`config.mk`:
```
export PLATFORM = sky130hd
export DESIGN_NAME = gray_codec_stream
export DESIGN_NICKNAME = d
export VERILOG_FILES = /design/src/rtl/gray_pkg.sv /design/src/rtl/gray_adj_checker.sv /design/src/rtl/gray_codec_stream.sv
export SDC_FILE = /design/constraint.sdc
export NUM_CORES = 1
export LEC_CHECK = 0
export CAP_MARGIN = 20
export CORE_AREA = 2 2 39 41
export CTS_CLUSTER_SIZE = 8
export DETAILED_ROUTE_END_ITERATION = 8
export DIE_AREA = 0 0 41 43
export PLACE_DENSITY = 0.58
export REMOVE_ABC_BUFFERS = 1
export SLEW_MARGIN = 10
export SYNTH_ARGS = -nofsm -noshare
export SYNTH_HDL_FRONTEND = slang
export SYNTH_SLANG_ARGS = --single-unit
export TNS_END_PERCENT = 20
```
`constraint.sdc`:
```
create_clock -name clk -period 1.2 [get_ports clk]
set_clock_uncertainty 0.1 [all_clocks]
set_input_delay 0.18 -clock clk [delete_from_list [all_inputs] [get_ports clk]]
set_output_delay 0.18 -clock clk [all_outputs]
set_load 0.005 [all_outputs]
```
`src/rtl/gray_pkg.sv`:
```
// gray_pkg: shared mode encodings and width-generic binary/Gray conversion functions.
// Callers zero-extend to MAX_W and truncate back to their own width.
package gray_pkg;
   localparam logic MODE_B2G = 1'b0;
   localparam logic MODE_G2B = 1'b1;
   localparam int MAX_W = 32;
   function automatic logic [MAX_W-1:0] bin2gray(input logic [MAX_W-1:0] b);
      logic [MAX_W-1:0] g;
      g[MAX_W-1] = b[MAX_W-1];
      for (int i = MAX_W - 2; i >= 0; i--) g[i] = b[i+1] ^ b[i];
      return g;
   endfunction
   // Zero upper bits stay zero through the prefix XOR, so narrower words convert correctly.
   function automatic logic [MAX_W-1:0] gray2bin(input logic [MAX_W-1:0] g);
      logic [MAX_W-1:0] b;
      b[MAX_W-1] = g[MAX_W-1];
      for (int i = MAX_W - 2; i >= 0; i--) b[i] = b[i+1] ^ g[i];
      return b;
   endfunction
endpackage

```
`src/rtl/gray_adj_checker.sv`:
```
// gray_adj_checker: flags any accepted G2B word that is not a single-bit step from the previous one.
// History is dropped by reset and by any B2G transfer; the flag is sticky until reset.
module gray_adj_checker
   import gray_pkg::*;
#(
   parameter int W = 4
) (
   input  logic         clk,
   input  logic         rst_n,
   input  logic         in_fire,
   input  logic         in_mode,
   input  logic [W-1:0] in_data,
   output logic         adj_err
);
   logic [W-1:0] hist_q, hist_d;
   logic         hist_vld_q, hist_vld_d;
   logic         err_q, err_d;
   logic         g2b_fire;
   always_comb begin
      g2b_fire   = in_fire & (in_mode == MODE_G2B);
      hist_d     = g2b_fire ? in_data : hist_q;
      hist_vld_d = in_fire ? g2b_fire : hist_vld_q;
      err_d      = err_q | (g2b_fire & hist_vld_q & ($countones(in_data ^ hist_q) != 1));
   end
   always_ff @(posedge clk) begin
      if (!rst_n) begin
         hist_q     <= '0;
         hist_vld_q <= 1'b0;
         err_q      <= 1'b0;
      end else begin
         hist_q     <= hist_d;
         hist_vld_q <= hist_vld_d;
         err_q      <= err_d;
      end
   end
   assign adj_err = err_q;
endmodule

```
`src/rtl/gray_codec_stream.sv`:
```
// gray_codec_stream: registered binary<->Gray converter with a valid/ready stream on each side.
// Define GRAY_ADJ_CHECK_EN to add the sticky adjacency checker on the G2B stream.
module gray_codec_stream
   import gray_pkg::*;
#(
   parameter int W = 4
) (
   input  logic         clk,
   input  logic         rst_n,
   input  logic         in_valid,
   output logic         in_ready,
   input  logic [W-1:0] in_data,
   input  logic         in_mode,
   output logic         out_valid,
   input  logic         out_ready,
   output logic [W-1:0] out_data,
   output logic         out_mode,
   output logic         adj_err
);
   logic         out_valid_q, out_valid_d;
   logic [W-1:0] out_data_q, out_data_d;
   logic         out_mode_q, out_mode_d;
   logic         in_fire;
   logic [W-1:0] conv;
   // Single output register: accept whenever it is empty or draining this cycle.
   always_comb begin
      in_ready    = ~out_valid_q | out_ready;
      in_fire     = in_valid & in_ready;
      conv        = (in_mode == MODE_G2B) ? W'(gray2bin(MAX_W'(in_data)))
                                          : W'(bin2gray(MAX_W'(in_data)));
      out_valid_d = in_fire | (out_valid_q & ~out_ready);
      out_data_d  = in_fire ? conv : out_data_q;
      out_mode_d  = in_fire ? in_mode : out_mode_q;
   end
   always_ff @(posedge clk) begin
      if (!rst_n) begin
         out_valid_q <= 1'b0;
         out_data_q  <= '0;
         out_mode_q  <= MODE_B2G;
      end else begin
         out_valid_q <= out_valid_d;
         out_data_q  <= out_data_d;
         out_mode_q  <= out_mode_d;
      end
   end
   assign out_valid = out_valid_q;
   assign out_data  = out_data_q;
   assign out_mode  = out_mode_q;
`ifdef GRAY_ADJ_CHECK_EN
   gray_adj_checker #(.W(W)) u_adj (
      .clk     (clk),
      .rst_n   (rst_n),
      .in_fire (in_fire),
      .in_mode (in_mode),
      .in_data (in_data),
      .adj_err (adj_err)
   );
`else
   assign adj_err = 1'b0;
`endif
endmodule
```
==> metrics.txt, run 1 <==
# TYPE chip_impl_metric gauge
chip_impl_metric{name="global_route_wire_length_before_repair",unit="um"} 1040
chip_impl_info{name="critPathKind",value="input pin to flop"} 1
chip_impl_metric{name="largest_net_degree_at_the_start_of_global_routing",unit=""} 10
chip_impl_metric{name="port_buffers",unit=""} 15
chip_impl_metric{name="post_synth.cell_area_avg",unit="sq um"} 8.55
chip_impl_metric{name="grt_pass1_vias",unit=""} 259
chip_impl_metric{name="drv_cap",unit=""} 0
chip_impl_metric{name="antenna_found_initial",unit=""} 0
chip_impl_metric{name="antenna-diode-count",unit=""} 0
chip_impl_info{name="r2r-end",value="out_data[2]"} 1
chip_impl_metric{name="gp_congestion",unit=""} 0.672
chip_impl_metric{name="final_core_util",unit="%"} 38.6
chip_impl_metric{name="synth.distinct_cells",unit=""} 19
chip_impl_info{name="cts_root_buffer",value="sky130_fd_sc_hd__clkbuf_4"} 1
chip_impl_metric{name="detail-route-antenna-nets",unit=""} 0
chip_impl_info{name="crit_path_start_kind",value="input pin"} 1
chip_impl_metric{name="worstPathRequired",unit="ps"} 1210
chip_impl_metric{name="gr-usage-all-layers",unit="%"} 8.74
chip_impl_metric{name="grt-ovfl-total",unit=""} 0
chip_impl_metric{name="r2r_cells",unit=""} 5
chip_impl_metric{name="clk_latency",unit="ps"} 240
chip_impl_metric{name="viasPerCell",unit=""} 4.26
chip_impl_metric{name="hold_viol_final",unit=""} 0
chip_impl_metric{name="drcViolationCount",unit=""} 0
chip_impl_info{name="r2r_start",value="out_valid"} 1
chip_impl_metric{name="routed_wirelength",unit="um"} 681
chip_impl_metric{name="final.setup.tns",unit="ps"} 0
chip_impl_metric{name="post_drt_wl_per_cell",unit="um"} 9.20
chip_impl_info{name="synth_area_leaders",value="sky130_fd_sc_hd__dfxtp_1, sky130_fd_sc_hd__a21oi_1, sky130_fd_sc_hd__xnor2_1"} 1
chip_impl_metric{name="syn_area",unit="sq um"} 308
chip_impl_metric{name="detailedRoute.firstIterationViolations",unit=""} 0
chip_impl_info{name="yosys.area.top_type",value="sky130_fd_sc_hd__dfxtp_1"} 1
chip_impl_metric{name="fillCellCount",unit=""} 166
chip_impl_metric{name="maximum_ir_drop_on_the_vdd_rail",unit="V"} 0.000319
chip_impl_metric{name="cts-htree-levels",unit=""} 1
chip_impl_info{name="run_status",value="complete, no violations"} 1
chip_impl_metric{name="final_period_minus_worst_setup_slack",unit="ps"} 1140
chip_impl_metric{name="synth_edf_count",unit=""} 0
chip_impl_metric{name="finalCritPeriodShare",unit="%"} 95.1
chip_impl_metric{name="yosys.area.top_type_share",unit="%"} 39.0
chip_impl_metric{name="worst-r2r-setup-slack",unit="ps"} 80
chip_impl_metric{name="cts_inserted_buffers",unit=""} 3
chip_impl_metric{name="yosysWarningCount",unit=""} 0
chip_impl_metric{name="ioPinCount",unit=""} 17
chip_impl_metric{name="floorplan.die_area",unit="sq um"} 1760
chip_impl_metric{name="worstPathMaxFanout",unit=""} 3
chip_impl_metric{name="placementRows",unit=""} 14
chip_impl_metric{name="synth_sequential_area_ratio",unit="%"} 39.0
chip_impl_metric{name="height_of_the_die",unit="um"} 43
chip_impl_metric{name="cts_max_path_buffers",unit=""} 2
chip_impl_metric{name="final-max-slew-violation-count",unit=""} 0
chip_impl_info{name="synth_commonest_cells",value="sky130_fd_sc_hd__dfxtp_1, sky130_fd_sc_hd__a21oi_1, sky130_fd_sc_hd__inv_1, sky130_fd_sc_hd__o21ai_0"} 1
chip_impl_metric{name="drive_above_1_share",unit="%"} 24.1
chip_impl_info{name="ys.flop_type",value="sky130_fd_sc_hd__dfxtp_1"} 1
chip_impl_info{name="timing.hold.worst.start",value="in_data[2]"} 1
chip_impl_metric{name="p_per_area",unit="nW/um^2"} 993
chip_impl_metric{name="clock_pin_slew_of_the_registers_on_the_worst_case_setup_and_hold_paths",unit="ps"} 40
chip_impl_metric{name="synth.ff_latch_count",unit=""} 6
chip_impl_metric{name="final_nets",unit=""} 69
chip_impl_metric{name="floorplan.core_area",unit="sq um"} 1380
chip_impl_metric{name="fmax_achieved",unit="MHz"} 876
chip_impl_metric{name="route.vias.total",unit=""} 315
chip_impl_metric{name="drt_pre_antenna_iters",unit=""} 1
chip_impl_info{name="grt_setup_unrepaired",value="false"} 1
chip_impl_metric{name="setup_viol",unit=""} 0
chip_impl_metric{name="post_synth_inst_count",unit=""} 36
chip_impl_metric{name="syn_to_final_growth",unit="%"} 73.6
chip_impl_metric{name="hold-path-cell-count",unit=""} 3
chip_impl_info{name="hp-class",value="input pin to flop"} 1
chip_impl_metric{name="die_x",unit="um"} 41
chip_impl_metric{name="cts_hold_buffers",unit=""} 0
chip_impl_info{name="synth_most_common_cell",value="sky130_fd_sc_hd__dfxtp_1"} 1
chip_impl_metric{name="worstPathArrival",unit="ps"} 1150
chip_impl_metric{name="cts_num_sinks",unit=""} 6
chip_impl_metric{name="effective_utilization_at_floorplan",unit="%"} 22.2
chip_impl_info{name="hold_path_end",value="out_data[2]"} 1
chip_impl_metric{name="power.leakage",unit="nW"} 0.250
chip_impl_info{name="tritoncts_clock_tree",value="built"} 1
chip_impl_info{name="critPathCaptureType",value="flop"} 1
chip_impl_metric{name="asyncSetResetFlopFracSynth",unit="%"} 0
## worst max-delay path, stage by stage
cell                              delay [ps]
sky130_fd_sc_hd__clkdlybuf4s50_1         480
sky130_fd_sc_hd__xnor2_2                 250
sky130_fd_sc_hd__nand2b_1                140
sky130_fd_sc_hd__o221ai_1                100
## cell families (layout without fill, tap and decap cells)
kind of cell,after synthesis,in the layout,share of synthesized area [%]
AOI/OAI and AO/OA,12,12,24.4
and+or+nand+nor,8,8,16.7
DFF,6,6,39.0
buffers and inverters,5,27,7.32
xor gates and xnor gates,4,4,11.4
other,1,1,1.22
## flip-flops by register name, indices dropped and copies added, names as in the netlist
name       flops
out_mode       1
out_valid      1
out_data       4
## cell usage in the layout (no fill, tap or decap)
cell type and instances:
sky130_fd_sc_hd__a21oi_1 5, sky130_fd_sc_hd__a311oi_1 1, sky130_fd_sc_hd__a31o_1 1, sky130_fd_sc_hd__and2_1 1, sky130_fd_sc_hd__buf_4 5, sky130_fd_sc_hd__clkbuf_2 1, sky130_fd_sc_hd__clkbuf_4 3, sky130_fd_sc_hd__clkdlybuf4s50_1 6
sky130_fd_sc_hd__conb_1 1, sky130_fd_sc_hd__dfxtp_1 5, sky130_fd_sc_hd__dfxtp_2 1, sky130_fd_sc_hd__dlygate4sd2_1 7, sky130_fd_sc_hd__dlymetal6s2s_1 1, sky130_fd_sc_hd__inv_1 3, sky130_fd_sc_hd__inv_2 1, sky130_fd_sc_hd__nand2_1 2
sky130_fd_sc_hd__nand2b_1 1, sky130_fd_sc_hd__nand3_1 2, sky130_fd_sc_hd__nand3b_1 1, sky130_fd_sc_hd__nor2b_4 1, sky130_fd_sc_hd__o2111ai_2 1, sky130_fd_sc_hd__o21ai_0 3, sky130_fd_sc_hd__o221ai_1 1, sky130_fd_sc_hd__xnor2_1 1
sky130_fd_sc_hd__xnor2_2 1, sky130_fd_sc_hd__xor2_1 2
## how the worst max path moves through the flow
stage	startpoint	to	slack, ps	cells past startpoint
after floorplan	out_valid	out_data[2]	190	4
after global placement	out_ready	in_ready	-340	4
after detailed placement	out_ready	in_ready	-350	4
after CTS	out_valid	in_ready	-20	3
after global routing	in_data[3]	out_data[0]	20	4
final	in_data[3]	out_data[0]	60	4
## power by group
group	leakage [nW]	switching, mW	internal, mW
clock	0.0138	0.0691	0.113
combinational	0.187	0.0515	0.0751
sequential	0.0498	0.00596	0.216
total	0.250	0.127	0.404
## final cells by class
type                    count  area (sq um)  area share (%)
repair buffers             20           176            33.0
multi-input cells          25           179            33.5
clock buffers               3          22.5            4.22
inverters                   4          15.0            2.81
well taps                  16          20.0            3.75
flip-flops and latches      6           121            22.7
## timing repair
action,in CTS,in global routing
gates resized for setup,10,4
setup endpoints to repair,7,2
pin swaps,0,0
setup buffers,0,0
## per-layer routing
layer / GRT usage, % / up-vias / routed length [um]
met5: 0 / - / 0
met1: 11.3 / 134 / 305
met4: 4.00 / 0 / 0
li1: - / 167 / -
met2: 11.6 / 14 / 311
met3: 4.71 / 0 / 64
## stage by stage
stage          total power, mW  setup WS, ps  instance area [sq um]  std cells  hold slack [ps]
4_1_cts                  0.531         -15.9                    523         74              377
3_3_place_gp             0.361          -338                    508         71              373
5_1_grt                  0.568          20.6                    534         74              315
6_report                 0.530          58.7                    534         74              295
2_1_floorplan            0.276           188                    300         35              190
3_5_place_dp             0.361          -355                    508         71              373
(Power assumes the default switching activity.)
==> run 2, diff against run 1 <==
--- a/config.mk
+++ b/config.mk
@@ -7,10 +7,12 @@
 export LEC_CHECK = 0
 export CAP_MARGIN = 20
 export CORE_AREA = 2 2 39 41
+export CTS_CLUSTER_DIAMETER = 30
 export CTS_CLUSTER_SIZE = 8
 export DETAILED_ROUTE_END_ITERATION = 8
 export DIE_AREA = 0 0 41 43
 export PLACE_DENSITY = 0.58
+export RECOVER_POWER = 25
 export REMOVE_ABC_BUFFERS = 1
 export SLEW_MARGIN = 10
 export SYNTH_ARGS = -nofsm -noshare
==> results of run 2 <==
Final layout, timing and power as in run 1 (identical DEF).
==> patch: new RTL, settings of run 2 <==
Reset style: asynchronous (`rst_n`), changed in one clocked block.
--- a/src/rtl/gray_codec_stream.sv
+++ b/src/rtl/gray_codec_stream.sv
@@ -32,7 +32,7 @@
       out_data_d  = in_fire ? conv : out_data_q;
       out_mode_d  = in_fire ? in_mode : out_mode_q;
    end
-   always_ff @(posedge clk) begin
+   always_ff @(posedge clk or negedge rst_n) begin
       if (!rst_n) begin
          out_valid_q <= 1'b0;
          out_data_q  <= '0;
Check against the original RTL: differs if rst_n is asserted again (counterexample within 4 cycles, from zero or initial values and one cycle with rst_n low); with rst_n held inactive, the same outputs for 10 cycles.
==> patch against run 2 <==
  * Final area fell by 7.5%
  * Worst setup slack worse by 0.042 ns
  * First-iteration DRC count did not move
  * Worst hold slack worse by 0.15 ns
  * Sequential cell count unchanged
  * Highest routed layer unchanged
  * Fmax is 3.6% lower
  * Utilization down 2.9 points
  * Largest cell class is now buffers
  * Count of clock-buffer cells in the layout is the same
  * Area after synthesis shrank 4.9%
  * Power rose by 12%
  * Via count is 23% lower
  * Routed wire length is 12% lower
  * Synthesized cell count down 33%
==> patch: results (changes against run 2) <==
The cell sitting at the root of the clock tree is a sky130_fd_sc_hd__clkbuf_4. The quantity of I/O buffers inserted on ports came out at 15 (unchanged). The maximum fanout count along the critical path came out at 3 (unchanged).

The later-pin clock latency in the skew report is 0.24 ns (about the same). The buffer levels on the longest clock path is 2 (unchanged). The global-route wire length before repair is 883 um (-15%). The number of iterations in the first detailed-routing pass came to 1 (unchanged). The proportion of synthesized chip area in sequential cells was 0.5128 (+0.1226).

The total cell area at the placement stage came out at 470.5 um^2 (-7.4%). The routability congestion estimate came out at 0.6433 (-4.2%). The depth of the CTS H-tree is 1 (unchanged). The clock-pin slew reported for the worst setup and hold paths after clock tree synthesis is 0.05 ns. The number of vias per cell after detailed routing is 4.136 (-2.8%). Among all flip-flop cells after synthesis, the most frequent one is sky130_fd_sc_hd__dfrtp_1.

The commonest cells after synthesis are sky130_fd_sc_hd__dfrtp_1 (6), sky130_fd_sc_hd__mux2_2 (4), sky130_fd_sc_hd__xor2_1 (3), sky130_fd_sc_hd__nand2_1 (2). The number of fill cells is 149 (-10%). The number of global-route vias before repair is 220 (-15%). The violation count after the first detailed-routing iteration came to 0 (unchanged). The run finished with clean final reports. The flip-flop count of the largest register, all copies and words added is 4 (unchanged). The slowest stage of the critical path belongs to the cell sky130_fd_sc_hd__clkdlybuf4s50_1. The initial antenna violation count is 0 (unchanged). The wire length per cell after detailed routing is 10.17 um (+11%). The biggest area contributor in the post-synthesis netlist is sky130_fd_sc_hd__dfrtp_1. The static leakage power is 0.2285 nW (-8.7%). In the post-synthesis netlist, the biggest area contributors are sky130_fd_sc_hd__dfrtp_1 (51%), sky130_fd_sc_hd__mux2_2 (15%), sky130_fd_sc_hd__xor2_1 (9.0%). The longest individual stage delay on the worst path came out at 0.51 ns (+0.03 ns).

The number of antenna repair diodes came out at 0 (unchanged). The maximum number of pins on one net before global-route repair came out at 7 (-3). The peak supply drop is 0.0004319 V (+35%).

The min-delay analysis places its worst path in the category in2async. The layout cell share with drive strength beyond 1 came out at 0.3023 (+0.06095). The internal power came out at 0.4531 mW (+12%).

The final HPWL from detailed placement is roughly 460 um. The count of unique library cells instantiated by Yosys is 13 (-6). The total global routing track utilization is 0.07972 (-0.007720).

The count of nets after finishing is 54 (-22%). The share of synthesized registers carrying an async set or reset came out at 1.000 (+1.000).
-- patch: cell count changes after synthesis, sizes merged, moves of 2 or more --
cell | run 2 | this run
dfrtp | 0 | 6
mux2 | 0 | 4
a21oi | 5 | 1
o21ai | 3 | 0
inv | 4 | 0
nand3 | 2 | 0
dfxtp | 6 | 0
-- patch: cell type report --
cell class | count | area (um^2) | share of cell area
clock buffer | 3 | 22.52 | 0.04557
sequential | 6 | 150.1 | 0.3038
multi-input combinational | 17 | 147.6 | 0.2987
tap | 16 | 20.02 | 0.04051
timing repair buffer | 17 | 153.9 | 0.3114
-- patch: path summary, 6_finish.rpt --
| kind | start | end | slack, ns | cells after the start |
|---|---|---|---|---|
| worst max-delay path | in_data[3] | out_data[0] | 0.02 | 4 |
| worst min-delay path | rst_n | out_mode | 0.15 | 1 |
| worst max register to register | out_valid | out_data[1] | 0.09 | 3 |
| worst min register to register | out_mode | out_mode | 0.40 | 1 |
| max in group asynchronous | rst_n | out_data[1] | 0.62 | 1 |
| min in group clk | out_mode | out_mode | 0.40 | 1 |
-- patch: stage by stage --
step                worst slack, ns  hold WS (ns)  total power [mW]  utilization  instances
finish                      0.01646        0.1490            0.5964       0.3571         59
global route               -0.06938        0.1899            0.6320       0.3571         59
CTS                        -0.04842       0.08677            0.6058       0.3562         59
detailed placement          -0.3458        0.3484            0.4385       0.3400         56
global placement            -0.3300        0.3531            0.4392       0.3400         56
floorplan                   0.04206       -0.2156            0.3177            -         23
-- patch: cells by family (layout without fill, tap and decap cells) --
kind of cell,after synthesis,after routing,share of synthesized area
compound gates,3,3,0.07692
xor+xnor,4,4,0.1197
buf+inv,1,20,0.02565
flops,6,6,0.5128
mux,4,4,0.1538
other cells,1,1,0.01281
simple gates,5,5,0.09833
-- patch: power groups by stage --
stage	Combinational, mW	Sequential (mW)	Clock [mW]
3_3_place_gp	0.183	0.256	0
3_5_place_dp	0.184	0.255	0
5_1_grt	0.179	0.256	0.198
2_1_floorplan	0.0598	0.258	0
6_report	0.160	0.251	0.185
4_1_cts	0.163	0.252	0.191
-- patch: routing by layer --
layer	routed length, um	share of wire	GRT usage	vias up
met2	251	0.42	0.1031	15
met4	0	0	0.06000	0
met5	0	0	0	-
li1	-	-	-	118
met1	283	0.47	0.1013	111
met3	66	0.11	0.03141	0
-- patch: worst max-delay path, delay by kind of cell --
| family | cells | cell delay, ns |
|---|---|---|
| xor gates and xnor gates | 1 | 0.22 |
| AOI/OAI and AO/OA | 2 | 0.31 |
| buffers and inverters | 1 | 0.51 |
-- patch: timing repair --
| item | 4_1_cts | 5_1_grt |
|---|---|---|
| gates resized for setup | 10 | 3 |
| setup buffers | 0 | 0 |
| endpoints found under the setup margin | 11 | 7 |
